$ cat config.mk
export PLATFORM = sky130hd
export DESIGN_NAME = prescale_ctrl
export DESIGN_NICKNAME = d
export VERILOG_FILES = /design/src/rtl/prescale_ctrl_pkg.sv /design/src/rtl/prescale_ctrl_core.sv /design/src/rtl/prescale_ctrl.sv
export SDC_FILE = /design/constraint.sdc
export NUM_CORES = 1
export LEC_CHECK = 0
export CAP_MARGIN = 20
export CELL_PAD_IN_SITES_DETAIL_PLACEMENT = 0
export CELL_PAD_IN_SITES_GLOBAL_PLACEMENT = 1
export CORE_MARGIN = 5
export CORE_UTILIZATION = 47
export DETAILED_ROUTE_END_ITERATION = 7
export PLACE_DENSITY_LB_ADDON = 0.25
export SLEW_MARGIN = 25
export SYNTH_ARGS = -nofsm -noshare
export SYNTH_HDL_FRONTEND = slang
export SYNTH_SLANG_ARGS = --single-unit
export TNS_END_PERCENT = 1
$ cat constraint.sdc
create_clock -name i_src_clk -period 11.3 [get_ports i_src_clk]
set_input_delay 2.825 -clock i_src_clk [delete_from_list [all_inputs] [get_ports i_src_clk]]
set_output_delay 2.825 -clock i_src_clk [all_outputs]
set_load 0.01 [all_outputs]
$ cat src/rtl/prescale_ctrl_pkg.sv
// Shared types and constants for the runtime-programmable sample-rate prescaler.
package prescale_ctrl_pkg;

  typedef enum logic {
    ST_IDLE = 1'b0,
    ST_RUN  = 1'b1
  } state_t;

  // Smallest period that still yields a one-cycle-high, one-cycle-low tick.
  localparam int unsigned MIN_DIV     = 2;
  localparam int unsigned SRC_CLK_HZ  = 100_000_000;
  localparam int unsigned OUT_FREQ_HZ = 48_000;

  // Divisor for a given source clock and target tick rate.
  function automatic int unsigned prescale_cnt(input int unsigned src_hz,
                                               input int unsigned out_hz);
    return src_hz / out_hz;
  endfunction

endpackage

$ cat src/rtl/prescale_ctrl_core.sv
// Free-running period counter; flags the cycle in which it wraps back to zero.
module prescale_ctrl_core #(
  parameter int unsigned CNT_W = 32
) (
  input  logic             i_src_clk,
  input  logic             i_rst,
  input  logic             i_clr,
  input  logic             i_en,
  input  logic [CNT_W-1:0] i_div,
  output logic             o_wrap_c
);

  logic [CNT_W-1:0] r_cnt;
  logic             w_wrap;

  assign w_wrap   = i_en && (r_cnt >= (i_div - CNT_W'(1)));
  assign o_wrap_c = w_wrap;

  always_ff @(posedge i_src_clk) begin
    if (i_rst || i_clr) begin
      r_cnt <= '0;
    end else if (i_en) begin
      r_cnt <= w_wrap ? '0 : r_cnt + CNT_W'(1);
    end
  end

endmodule

$ cat src/rtl/prescale_ctrl.sv
// Tick-stream controller: divisor/burst config with glitch-free commit on
// period boundaries, start/stop FSM, tick counting and burst completion.
module prescale_ctrl
  import prescale_ctrl_pkg::*;
#(
  parameter int unsigned CNT_W       = 32,
  parameter int unsigned BURST_W     = 16,
  parameter int unsigned DEFAULT_DIV = prescale_cnt(SRC_CLK_HZ, OUT_FREQ_HZ)
) (
  input  logic               i_src_clk,
  input  logic               i_rst,
  input  logic               i_cfg_valid,
  output logic               o_cfg_ready,
  input  logic [CNT_W-1:0]   i_cfg_div,
  input  logic [BURST_W-1:0] i_cfg_burst,
  input  logic               i_start,
  input  logic               i_stop,
  output logic               o_busy,
  output logic               o_tick,
  output logic [BURST_W-1:0] o_tick_cnt,
  output logic               o_done
);

  localparam logic [CNT_W-1:0] DIV_MIN = CNT_W'(MIN_DIV);
  localparam logic [CNT_W-1:0] DIV_RST =
      (DEFAULT_DIV < MIN_DIV) ? DIV_MIN : CNT_W'(DEFAULT_DIV);

  state_t             r_state,      w_state_nxt;
  logic [CNT_W-1:0]   r_div,        w_div_nxt;
  logic [BURST_W-1:0] r_burst,      w_burst_nxt;
  logic               r_pend_vld,   w_pend_vld_nxt;
  logic [CNT_W-1:0]   r_pend_div,   w_pend_div_nxt;
  logic [BURST_W-1:0] r_pend_burst, w_pend_burst_nxt;
  logic               r_cfg_ready,  w_cfg_ready_nxt;
  logic               r_tick,       w_tick_nxt;
  logic               r_done,       w_done_nxt;
  logic [BURST_W-1:0] r_tick_cnt,   w_tick_cnt_nxt;

  logic               w_accept;
  logic               w_wrap;
  logic               w_clr;
  logic               w_en;
  logic [CNT_W-1:0]   w_cfg_div_eff;
  logic [BURST_W-1:0] w_cnt_inc;
  logic [BURST_W-1:0] w_cnt_sat;

  assign w_accept      = i_cfg_valid && r_cfg_ready;
  assign w_cfg_div_eff = (i_cfg_div < DIV_MIN) ? DIV_MIN : i_cfg_div;
  assign w_cnt_inc     = r_tick_cnt + BURST_W'(1);
  assign w_cnt_sat     = (&r_tick_cnt) ? r_tick_cnt : w_cnt_inc;
  assign w_clr         = (r_state == ST_IDLE);
  assign w_en          = (r_state == ST_RUN);

  prescale_ctrl_core #(
    .CNT_W (CNT_W)
  ) u_core (
    .i_src_clk (i_src_clk),
    .i_rst     (i_rst),
    .i_clr     (w_clr),
    .i_en      (w_en),
    .i_div     (r_div),
    .o_wrap_c  (w_wrap)
  );

  // Next-state and next-output logic.
  always_comb begin
    w_state_nxt      = r_state;
    w_div_nxt        = r_div;
    w_burst_nxt      = r_burst;
    w_pend_vld_nxt   = r_pend_vld;
    w_pend_div_nxt   = r_pend_div;
    w_pend_burst_nxt = r_pend_burst;
    w_tick_cnt_nxt   = r_tick_cnt;
    w_tick_nxt       = 1'b0;
    w_done_nxt       = 1'b0;

    unique case (r_state)
      ST_IDLE: begin
        if (w_accept) begin
          w_div_nxt   = w_cfg_div_eff;
          w_burst_nxt = i_cfg_burst;
        end
        if (i_start && !i_stop) begin
          w_state_nxt    = ST_RUN;
          w_tick_cnt_nxt = '0;
        end
      end
      ST_RUN: begin
        if (i_stop || r_done) begin
          // Leaving RUN: any held config becomes active immediately.
          w_state_nxt    = ST_IDLE;
          w_pend_vld_nxt = 1'b0;
          if (r_pend_vld) begin
            w_div_nxt   = r_pend_div;
            w_burst_nxt = r_pend_burst;
          end else if (w_accept) begin
            w_div_nxt   = w_cfg_div_eff;
            w_burst_nxt = i_cfg_burst;
          end
        end else begin
          if (w_wrap) begin
            w_tick_nxt     = 1'b1;
            w_tick_cnt_nxt = w_cnt_sat;
            if ((r_burst != '0) && (w_cnt_inc == r_burst)) begin
              w_done_nxt = 1'b1;
            end
            if (r_pend_vld) begin
              w_div_nxt      = r_pend_div;
              w_burst_nxt    = r_pend_burst;
              w_pend_vld_nxt = 1'b0;
            end
          end
          // An accept implies pending was empty, so it never races the commit.
          if (w_accept) begin
            w_pend_vld_nxt   = 1'b1;
            w_pend_div_nxt   = w_cfg_div_eff;
            w_pend_burst_nxt = i_cfg_burst;
          end
        end
      end
      default: w_state_nxt = ST_IDLE;
    endcase

    w_cfg_ready_nxt = (w_state_nxt == ST_IDLE) || !w_pend_vld_nxt;
  end

  always_ff @(posedge i_src_clk) begin
    if (i_rst) begin
      r_state      <= ST_IDLE;
      r_div        <= DIV_RST;
      r_burst      <= '0;
      r_pend_vld   <= 1'b0;
      r_pend_div   <= '0;
      r_pend_burst <= '0;
      r_cfg_ready  <= 1'b1;
      r_tick       <= 1'b0;
      r_done       <= 1'b0;
      r_tick_cnt   <= '0;
    end else begin
      r_state      <= w_state_nxt;
      r_div        <= w_div_nxt;
      r_burst      <= w_burst_nxt;
      r_pend_vld   <= w_pend_vld_nxt;
      r_pend_div   <= w_pend_div_nxt;
      r_pend_burst <= w_pend_burst_nxt;
      r_cfg_ready  <= w_cfg_ready_nxt;
      r_tick       <= w_tick_nxt;
      r_done       <= w_done_nxt;
      r_tick_cnt   <= w_tick_cnt_nxt;
    end
  end

  assign o_cfg_ready = r_cfg_ready;
  assign o_busy      = (r_state == ST_RUN);
  assign o_tick      = r_tick;
  assign o_done      = r_done;
  assign o_tick_cnt  = r_tick_cnt;

endmodule
# == After elaboration in Yosys (flattened, before gate mapping) ==
# Index checks and enable logic that the tools add are counted.
# op_classes
add_sub_neg,3
reduce_logical,16
n_eq_ne,7
bitwise_logic,4
magnitude_cmp,2
muxes,28
# op_table
op,count
32-bit 2-to-1 mux,7
16-bit 2-to-1 mux,9
16-bit case mux with 2 select lines,2
32-bit case mux with 2 select lines,1
"32-bit by 1-bit adder with 32-bit output, second input constant",1
32-bit greater-or-equal comparator,1
"32-bit by 2-bit less-than comparator with 1-bit output, second input constant",1
"32-bit by 1-bit subtractor with 32-bit output, second input constant",1
"16-bit by 1-bit adder with 16-bit output, second input constant",1
16-bit equality test,1
16-bit AND reduction,1
16-bit nonzero test,1
1-bit 2-to-1 mux,8
"2-bit != test, second input constant",3
"3-bit by 1-bit != test with 1-bit output, second input constant",2
1-bit logical AND,4
1-bit inverter,4
4-bit AND reduction,1
4-bit OR reduction,1
1-bit logical OR,3
3-bit AND reduction,1
3-bit OR reduction,1
1-bit logical NOT,2
"2-bit by 1-bit != test with 1-bit output, second input constant",1
other kinds (2),2
# word_totals
wordCells,71
output_inout_bits,20
input_bits,53
reg_bits,149

# == Longest topological paths before layout ==
# Gate-level depths: netlist of the first run.
# logic_depth
depth_word,9
depth_mapped,18
depth_no_buf,16

# == By module ==
# Synthesis of the first run repeated with hierarchy kept, for this count alone.
# unflattened
hier_cells,967
hier_area_um2,7913.8
# by_module_without_submodules
module,cells_per_inst,seq_area_each_um2,area_each_um2,instances
prescale_ctrl,638,2342.2,5268.8,1
prescale_ctrl_core,329,640.6,2645.0,1

# == Worst setup path before layout of the first run ==
# Ideal clock, no wire load.
# synth_path
kind,reg-to-reg
startpoint,register r_div[9]
endpoint,register r_tick_cnt[6] (netlist: o_tick_cnt[6])
required_ns,11.178
n_path_buf,2
synth_period_minus_slack_ns,4.403
arrival_time_ns,4.281
slack_ns,6.897
setup_ns,0.122
stages_incl_launch_ff,17
path_cell_list,dfxtp_1 > or4_4 > nor4_4 > or3b_1 > or4_1 > buf_2 > nor4_4 > xnor2_1 > ha_1 > nand4_1 > nor4_1 > nand2_1 > a31oi_1 > o211ai_1 > and2_1 > buf_2 > a221o_1
# synth_via
elab_chain_cells,5
# synth_rtl
element,line_no,source
start: declaration,prescale_ctrl.sv:29,"logic [CNT_W-1:0] r_div, w_div_nxt;"
start signal: assignment,prescale_ctrl.sv:141,r_div <= w_div_nxt;
32-bit by 1-bit subtractor with 32-bit output,prescale_ctrl_core.sv:16,assign w_wrap = i_en && (r_cnt >= (i_div - CNT_W'(1)));
32-bit greater-or-equal comparator,prescale_ctrl_core.sv:16,
1-bit logical AND,prescale_ctrl_core.sv:16,
2-bit by 1-bit != test with 1-bit output (no source line),--,
4-bit AND reduction (no source line),--,
end signal: assignment,prescale_ctrl.sv:149,r_tick_cnt <= w_tick_cnt_nxt;
end: declaration,prescale_ctrl.sv:37,"logic [BURST_W-1:0] r_tick_cnt, w_tick_cnt_nxt;"
# Every way passes these cells.
# A chain may end at the register's enable or synchronous reset.

# == Worst setup path after layout of the first run ==
# layout_path
startpoint,register r_div[9]
endpoint,register r_div[22]
# layout_via
elab_chain_cells,5
# layout_rtl
element,line_no
32-bit by 1-bit subtractor with 32-bit output,prescale_ctrl_core.sv:16
32-bit greater-or-equal comparator,prescale_ctrl_core.sv:16
1-bit logical AND,prescale_ctrl_core.sv:16
3-bit by 1-bit != test with 1-bit output (no source line),--
2-bit AND reduction (no source line),--
# Every way passes these cells.

==> impl_metrics.json, run 1 <==
{
  "hp-class": "reg -> reg",
  "dpl.hpwl_um": 14900,
  "insertion_delay_ns": 0.42,
  "hold_violations": 0,
  "use_met1": 0.293,
  "io_pins": 73,
  "holdPathStages": 2,
  "num_antenna_cells": 0,
  "grt_pass1_vias": 6782,
  "remaining_drc_errors": 0,
  "synth_warnings": 0,
  "r2r_cells": 16,
  "arrival_ns": 5.67,
  "drt-initial-drc-count": 376,
  "path_clk_slew_ns": 0.06,
  "ys_seq_area_frac": 0.361,
  "drv_cap": 0,
  "met2_usage": 0.332,
  "htreeDepth": 4,
  "ant_nets": 0,
  "initial_core_util": 0.478,
  "synth_top_flop_cell": "dfxtp_1",
  "crit_fanout": 29,
  "grt_pass1_wl_um": 34500,
  "status": "complete, no violations",
  "tritoncts": "yes",
  "place_congestion": 0.832,
  "syn-cell-area_sq_um": 8270,
  "synth_edf_count": 0,
  "dp_slack_ns": 5.58,
  "setup_slack_ns": 5.91,
  "postCtsSetupRepairBufs": 0,
  "synth_async_sr_flop_share": 0,
  "setup_viol": 0,
  "cts_made_buffers": 17,
  "path_class": "reg -> reg",
  "p_leak_nw": 3.49,
  "wl_per_cell_um": 16.0,
  "grt-ovfl-total": 0,
  "antenna_found_initial": 0,
  "finClkSkew_ns": 0.00723,
  "grt_max_degree": 88,
  "fin_setup_tns_ns": 0,
  "die_area_sq_um": 20300,
  "via_per_inst": 5.49,
  "worstSetupEndpointType": "flop",
  "drive_gt1_frac": 0.0474,
  "ctsHoldBuffers": 0,
  "numPortBuffers": 72,
  "area_growth_pct": 17.8,
  "busiest_layer": "met2",
  "die_h_um": 143,
  "grt_usage": 0.208,
  "wl_um": 20800,
  "syn_avg_cell_area_sq_um": 8.06,
  "slew_violations": 0,
  "layout_min_cycle_time_ns": 5.39,
  "required_ns": 11.57,
  "dr_total_vias": 7151,
  "rows": 48,
  "clkSinkCount": 149,
  "postCtsResizedCells": 0,
  "core-area_sq_um": 17300,
  "power_per_cell_area_nw_per_um2": 131,
  "syn_inst": 1026,
  "finalCritPeriodShare": 0.477,
  "grtUsageMet3": 0.0358,
  "synth.distinct_cells": 52,
  "cts_buffer_depth": 2,
  "grt_setup_unrepaired": "false",
  "startpoint_type": "flop",
  "relSlewSlack": 0.375,
  "first_pass_iters": 5,
  "max-vdd-ir-drop_v": 0.000112,
  "dieWidth_um": 143,
  "fin_nets": 1153,
  "worstMarginPinSlew_ns": 0.937,
  "synthesis.nets": 1114,
  "cts-root-buf": "clkbuf_16",
  "ys_ff_latch": 149,
  "fmax_ghz": 0.185
}
power breakdown:
| part | total [mW] | internal, mW | leakage, nW | switching, mW |
|---|---|---|---|---|
| Combinational | 0.144 | 0.0693 | 2.00 | 0.0748 |
| Sequential | 0.565 | 0.542 | 1.21 | 0.0233 |
| Clock | 0.568 | 0.342 | 0.281 | 0.226 |
synthesized netlist by cell type (18+ instances only):
cell / number / area [sq um]
xor2_1: 28 / 245
nand2_1: 180 / 676
o21ai_0: 57 / 285
dfxtp_1: 149 / 2980
nor2_1: 112 / 420
a21oi_1: 72 / 360
xnor2_1: 52 / 455
nor4_1: 21 / 131
nand4_1: 18 / 113
clkbuf_1: 45 / 169
ha_1: 35 / 438
nor3_1: 23 / 115
and3_1: 18 / 113
mux2i_1: 89 / 891
nand3_1: 24 / 120
area by class of cell:
cell class / count / area, sq um
clock buffers: 20 / 467
clock inverters: 11 / 126
fillers: 1655 / 7560
inverters: 7 / 26.3
multi-input cells: 811 / 5060
flip-flops and latches: 149 / 2980
well taps: 225 / 282
repair buffers: 79 / 798
final timing paths:
check | startpoint | end | slack, ns
worst max-delay path | r_div[9] | r_div[22] | 5.91
worst min-delay path | r_pend_burst[5] | r_pend_burst[5] | 0.45
worst max register to register | r_div[9] | r_div[22] | 5.91
worst min register to register | r_pend_burst[5] | r_pend_burst[5] | 0.45
critical path: stages, from the launching register on:
cell,delay [ns]
dfxtp_1,0.37
or4_4,0.60
nor4_4,0.17
or3b_1,0.42
nor3_1,0.28
nand2b_1,0.22
nor4_1,0.27
xnor2_1,0.17
ha_1,0.26
a21oi_1,0.11
o21ai_0,0.12
a221oi_1,0.37
nand4_1,0.22
o21ai_4,0.73
buf_4,0.58
mux2i_1,0.26
nor2_1,0.05
metrics by stage:
stage / cell area (sq um) / instances / utilization / hold WS, ns / power [mW]
5_1_grt: 9740 / 1302 / 0.563 / 0.472 / 1.33
6_report: 9740 / 1302 / 0.563 / 0.454 / 1.28
2_1_floorplan: 8270 / 1026 / - / 0.426 / 0.668
3_5_place_dp: 9150 / 1271 / 0.529 / 0.447 / 0.721
3_3_place_gp: 9100 / 1269 / 0.526 / 0.440 / 0.718
4_1_cts: 9740 / 1302 / 0.563 / 0.456 / 1.29
metal layers:
metal	part of all wire	vias up
met5	0	-
met4	0.011	0
met3	0.045	14
met2	0.45	129
met1	0.49	3350
li1	-	3658
registers in the layout, indices dropped and copies added, names as in the netlist:
name and count:
r_div 32, r_pend_burst 16, o_done 1, o_tick_cnt 16
o_tick 1, r_pend_div 32, o_busy 1, r_burst 16
r_pend_vld 1, o_cfg_ready 1, u_core.r_cnt 32
cell families (layout without fill, tap and decap cells):
logic type / after synthesis / count (layout) / synth area share
flops: 149 / 149 / 0.361
fa+ha+maj: 35 / 35 / 0.0530
mux: 90 / 90 / 0.109
compound gates: 165 / 165 / 0.115
buf+inv: 66 / 117 / 0.0309
simple gates: 441 / 441 / 0.247
xor+xnor: 80 / 80 / 0.0847
cells in the final DEF, fill, tap and decap left out, types with 3 or more instances in the layout:
cell type          n
or3_1              7
nand2b_1           6
clkdlybuf4s50_1   71
ha_1              35
nor3_1            23
a211oi_1           3
nand3_1           23
a21oi_1           72
o21a_1             3
and4_1             6
clkbuf_8           3
nand4_1           18
xnor2_1           52
a221o_1            8
nor2b_1            8
clkinvlp_4         4
and2_1             3
dfxtp_1          149
buf_4              6
inv_1              7
clkbuf_16         17
o21ai_0           57
nand2_1          178
mux2i_1           89
and3_1            18
xor2_1            28
nor2_1           111
nor4_1            21
Power figures use the tool's default switching activity.
==> inputs of run 2 (changes only) <==
--- a/config.mk
+++ b/config.mk
@@ -9,7 +9,7 @@
 export CELL_PAD_IN_SITES_DETAIL_PLACEMENT = 0
 export CELL_PAD_IN_SITES_GLOBAL_PLACEMENT = 1
 export CORE_MARGIN = 5
-export CORE_UTILIZATION = 47
+export CORE_UTILIZATION = 44
 export DETAILED_ROUTE_END_ITERATION = 7
 export PLACE_DENSITY_LB_ADDON = 0.25
 export SLEW_MARGIN = 25
==> constraint.sdc (replaced) <==
create_clock -name i_src_clk -period 5.6 [get_ports i_src_clk]
set_input_delay 1.4 -clock i_src_clk [delete_from_list [all_inputs] [get_ports i_src_clk]]
set_output_delay 1.4 -clock i_src_clk [all_outputs]
set_load 0.01 [all_outputs]
==> run 2 against run 1 <==
  * Power grew 98%
  * Design area is essentially flat
  * Sequential share of layout area is essentially flat
  * Critical path type unchanged
  * Flip-flop and latch count is the same
  * Core utilization shrank 3.9 points
  * Routed wire length grew 0.73%
  * Cell count grew 1.0%
  * Worst hold slack lost 0.00052 ns
  * Combinational power grew 100%
  * Via count shrank 0.95%
==> impl_metrics.json, run 2 (synthesized netlist as in run 1, its figures left out) <==
{
  "cell_internal_pwr_mw": 1.88,
  "power_per_cell_area_nw_per_um2": 260,
  "antenna_found_initial": 0,
  "path_clk_slew_ns": 0.06,
  "io_pins": 73,
  "finClkSkew_ns": 0.00891,
  "status": "complete, no violations",
  "area_growth_pct": 17.7,
  "grt_pass1_vias": 6726,
  "switching_share": 0.257,
  "cts_made_buffers": 17,
  "layout_min_cycle_time_ns": 4.98,
  "numPortBuffers": 72,
  "wl_per_cell_um": 15.9,
  "path_class": "reg -> reg",
  "drv_cap": 0,
  "cts_buffer_depth": 2,
  "p_leak_nw": 3.50,
  "setup.worst_path.start": "r_div[5]",
  "die_area_sq_um": 21600,
  "fin_nets": 1156,
  "grt_setup_unrepaired": "false",
  "place_congestion": 0.831,
  "fin_setup_tns_ns": 0,
  "num_antenna_cells": 0,
  "rows": 50,
  "cts-root-buf": "clkbuf_16",
  "startpoint_type": "flop",
  "fmax_ghz": 0.201,
  "hp-class": "reg -> reg",
  "required_ns": 5.94,
  "tritoncts": "yes",
  "p_switching_mw": 0.649,
  "first_pass_iters": 5,
  "combPwrFrac": 0.114,
  "pwr-share-clk": 0.434,
  "grt_max_degree": 61,
  "dpl.hpwl_um": 14600,
  "grt_usage": 0.197,
  "largestRegisters": "r_div (32), r_pend_div (32), u_core.r_cnt (32)",
  "drive_gt1_frac": 0.0481,
  "clkSinkCount": 149,
  "max-vdd-ir-drop_v": 0.000222,
  "layout_commonest_cell": "nand2_1",
  "htreeDepth": 4,
  "setup_viol": 0,
  "hold_start": "r_pend_div[3]",
  "final_cells": 1315,
  "initial_core_util": 0.445,
  "p_seq_frac": 0.452,
  "r2r-start": "r_div[5]",
  "worstSetupEndpointType": "flop",
  "slew_violations": 0,
  "wl_um": 20900,
  "hold_violations": 0,
  "worstMarginPinSlew_ns": 0.729,
  "postCtsSetupRepairBufs": 0,
  "finalCritPeriodShare": 0.890,
  "crit_fanout": 32,
  "die_h_um": 147,
  "total_power_mw": 2.53,
  "via_per_inst": 5.39,
  "ant_nets": 0,
  "grt-ovfl-total": 0,
  "dp_cells": 1283,
  "dieWidth_um": 147,
  "insertion_delay_ns": 0.43,
  "relSlewSlack": 0.509,
  "core-area_sq_um": 18600,
  "layout_common_cells": "nand2_1 (178), dfxtp_1 (149), nor2_1 (111)",
  "arrival_ns": 5.33,
  "drt-initial-drc-count": 399,
  "grt_pass1_wl_um": 34900,
  "dr_total_vias": 7083,
  "remaining_drc_errors": 0
}
[run 2: cell count changes in the layout (fill, tap and decap cells not counted), moves of 2 or more]
cell,previous run,this run
buf_4,6,10
clkbuf_1,0,4
clkinv_2,2,4
clkinv_4,2,0
clkinvlp_4,4,2
[run 2: repair_timing]
action	in CTS	in global routing
resized for setup	0	1
endpoints found under the setup margin	0	7
hold buffers	0	0
[run 2: power by group through the flow]
stage / clock network [mW] / registers (mW) / logic, mW
3_3_place_gp: 0 / 1.16 / 0.287
6_report: 1.10 / 1.14 / 0.289
3_5_place_dp: 0 / 1.16 / 0.289
4_1_cts: 1.12 / 1.14 / 0.291
5_1_grt: 1.17 / 1.15 / 0.324
2_1_floorplan: 0 / 1.15 / 0.201
[run 2: final cells by class]
| type | count | area, sq um |
|---|---|---|
| well taps | 234 | 293 |
| clock inverters | 8 | 73.8 |
| flip-flops and latches | 149 | 2980 |
| clock buffers | 24 | 482 |
| fillers | 1818 | 8850 |
| repair buffers | 82 | 806 |
| multi-input cells | 811 | 5070 |
| inverters | 7 | 26.3 |
[run 2: worst paths after layout]
path	end	depth (start not counted)	slack, ns
hold / removal	r_pend_div[3]	2	0.45
hold reg to reg	r_pend_div[3]	2	0.45
setup reg to reg	u_core.r_cnt[26]	14	0.62
setup / recovery	u_core.r_cnt[26]	14	0.62
[run 2: metal layers]
metal  GRT usage  up-vias  part of all wire
met5           0        -                 0
met4      0.0541        0             0.015
met1       0.271     3295              0.50
li1            -     3668                 -
met3      0.0419       26             0.030
met2       0.315       94              0.45
[run 2: critical path, stage by stage (launching register included)]
cell	delay [ns]
dfxtp_1	0.37
nor4_1	0.41
nand3_1	0.30
or3b_1	0.47
nor3_1	0.28
nand2b_1	0.23
nor4_1	0.27
xnor2_1	0.17
ha_1	0.27
a21oi_1	0.12
o21ai_0	0.12
a221oi_1	0.36
nand3_1	0.23
or4b_2	1.04
a21oi_1	0.24
[run 2: per-stage QoR]
| stage | hold slack, ns | util | worst slack (ns) | cell area [sq um] |
|---|---|---|---|---|
| 5_1_grt | 0.472 | 0.524 | 0.0282 | 9730 |
| 6_report | 0.453 | 0.524 | 0.618 | 9730 |
| 4_1_cts | 0.455 | 0.523 | 0.503 | 9720 |
| 2_1_floorplan | 0.426 | - | 1.20 | 8270 |
| 3_3_place_gp | 0.442 | 0.493 | 0.589 | 9170 |
| 3_5_place_dp | 0.447 | 0.493 | 0.535 | 9170 |
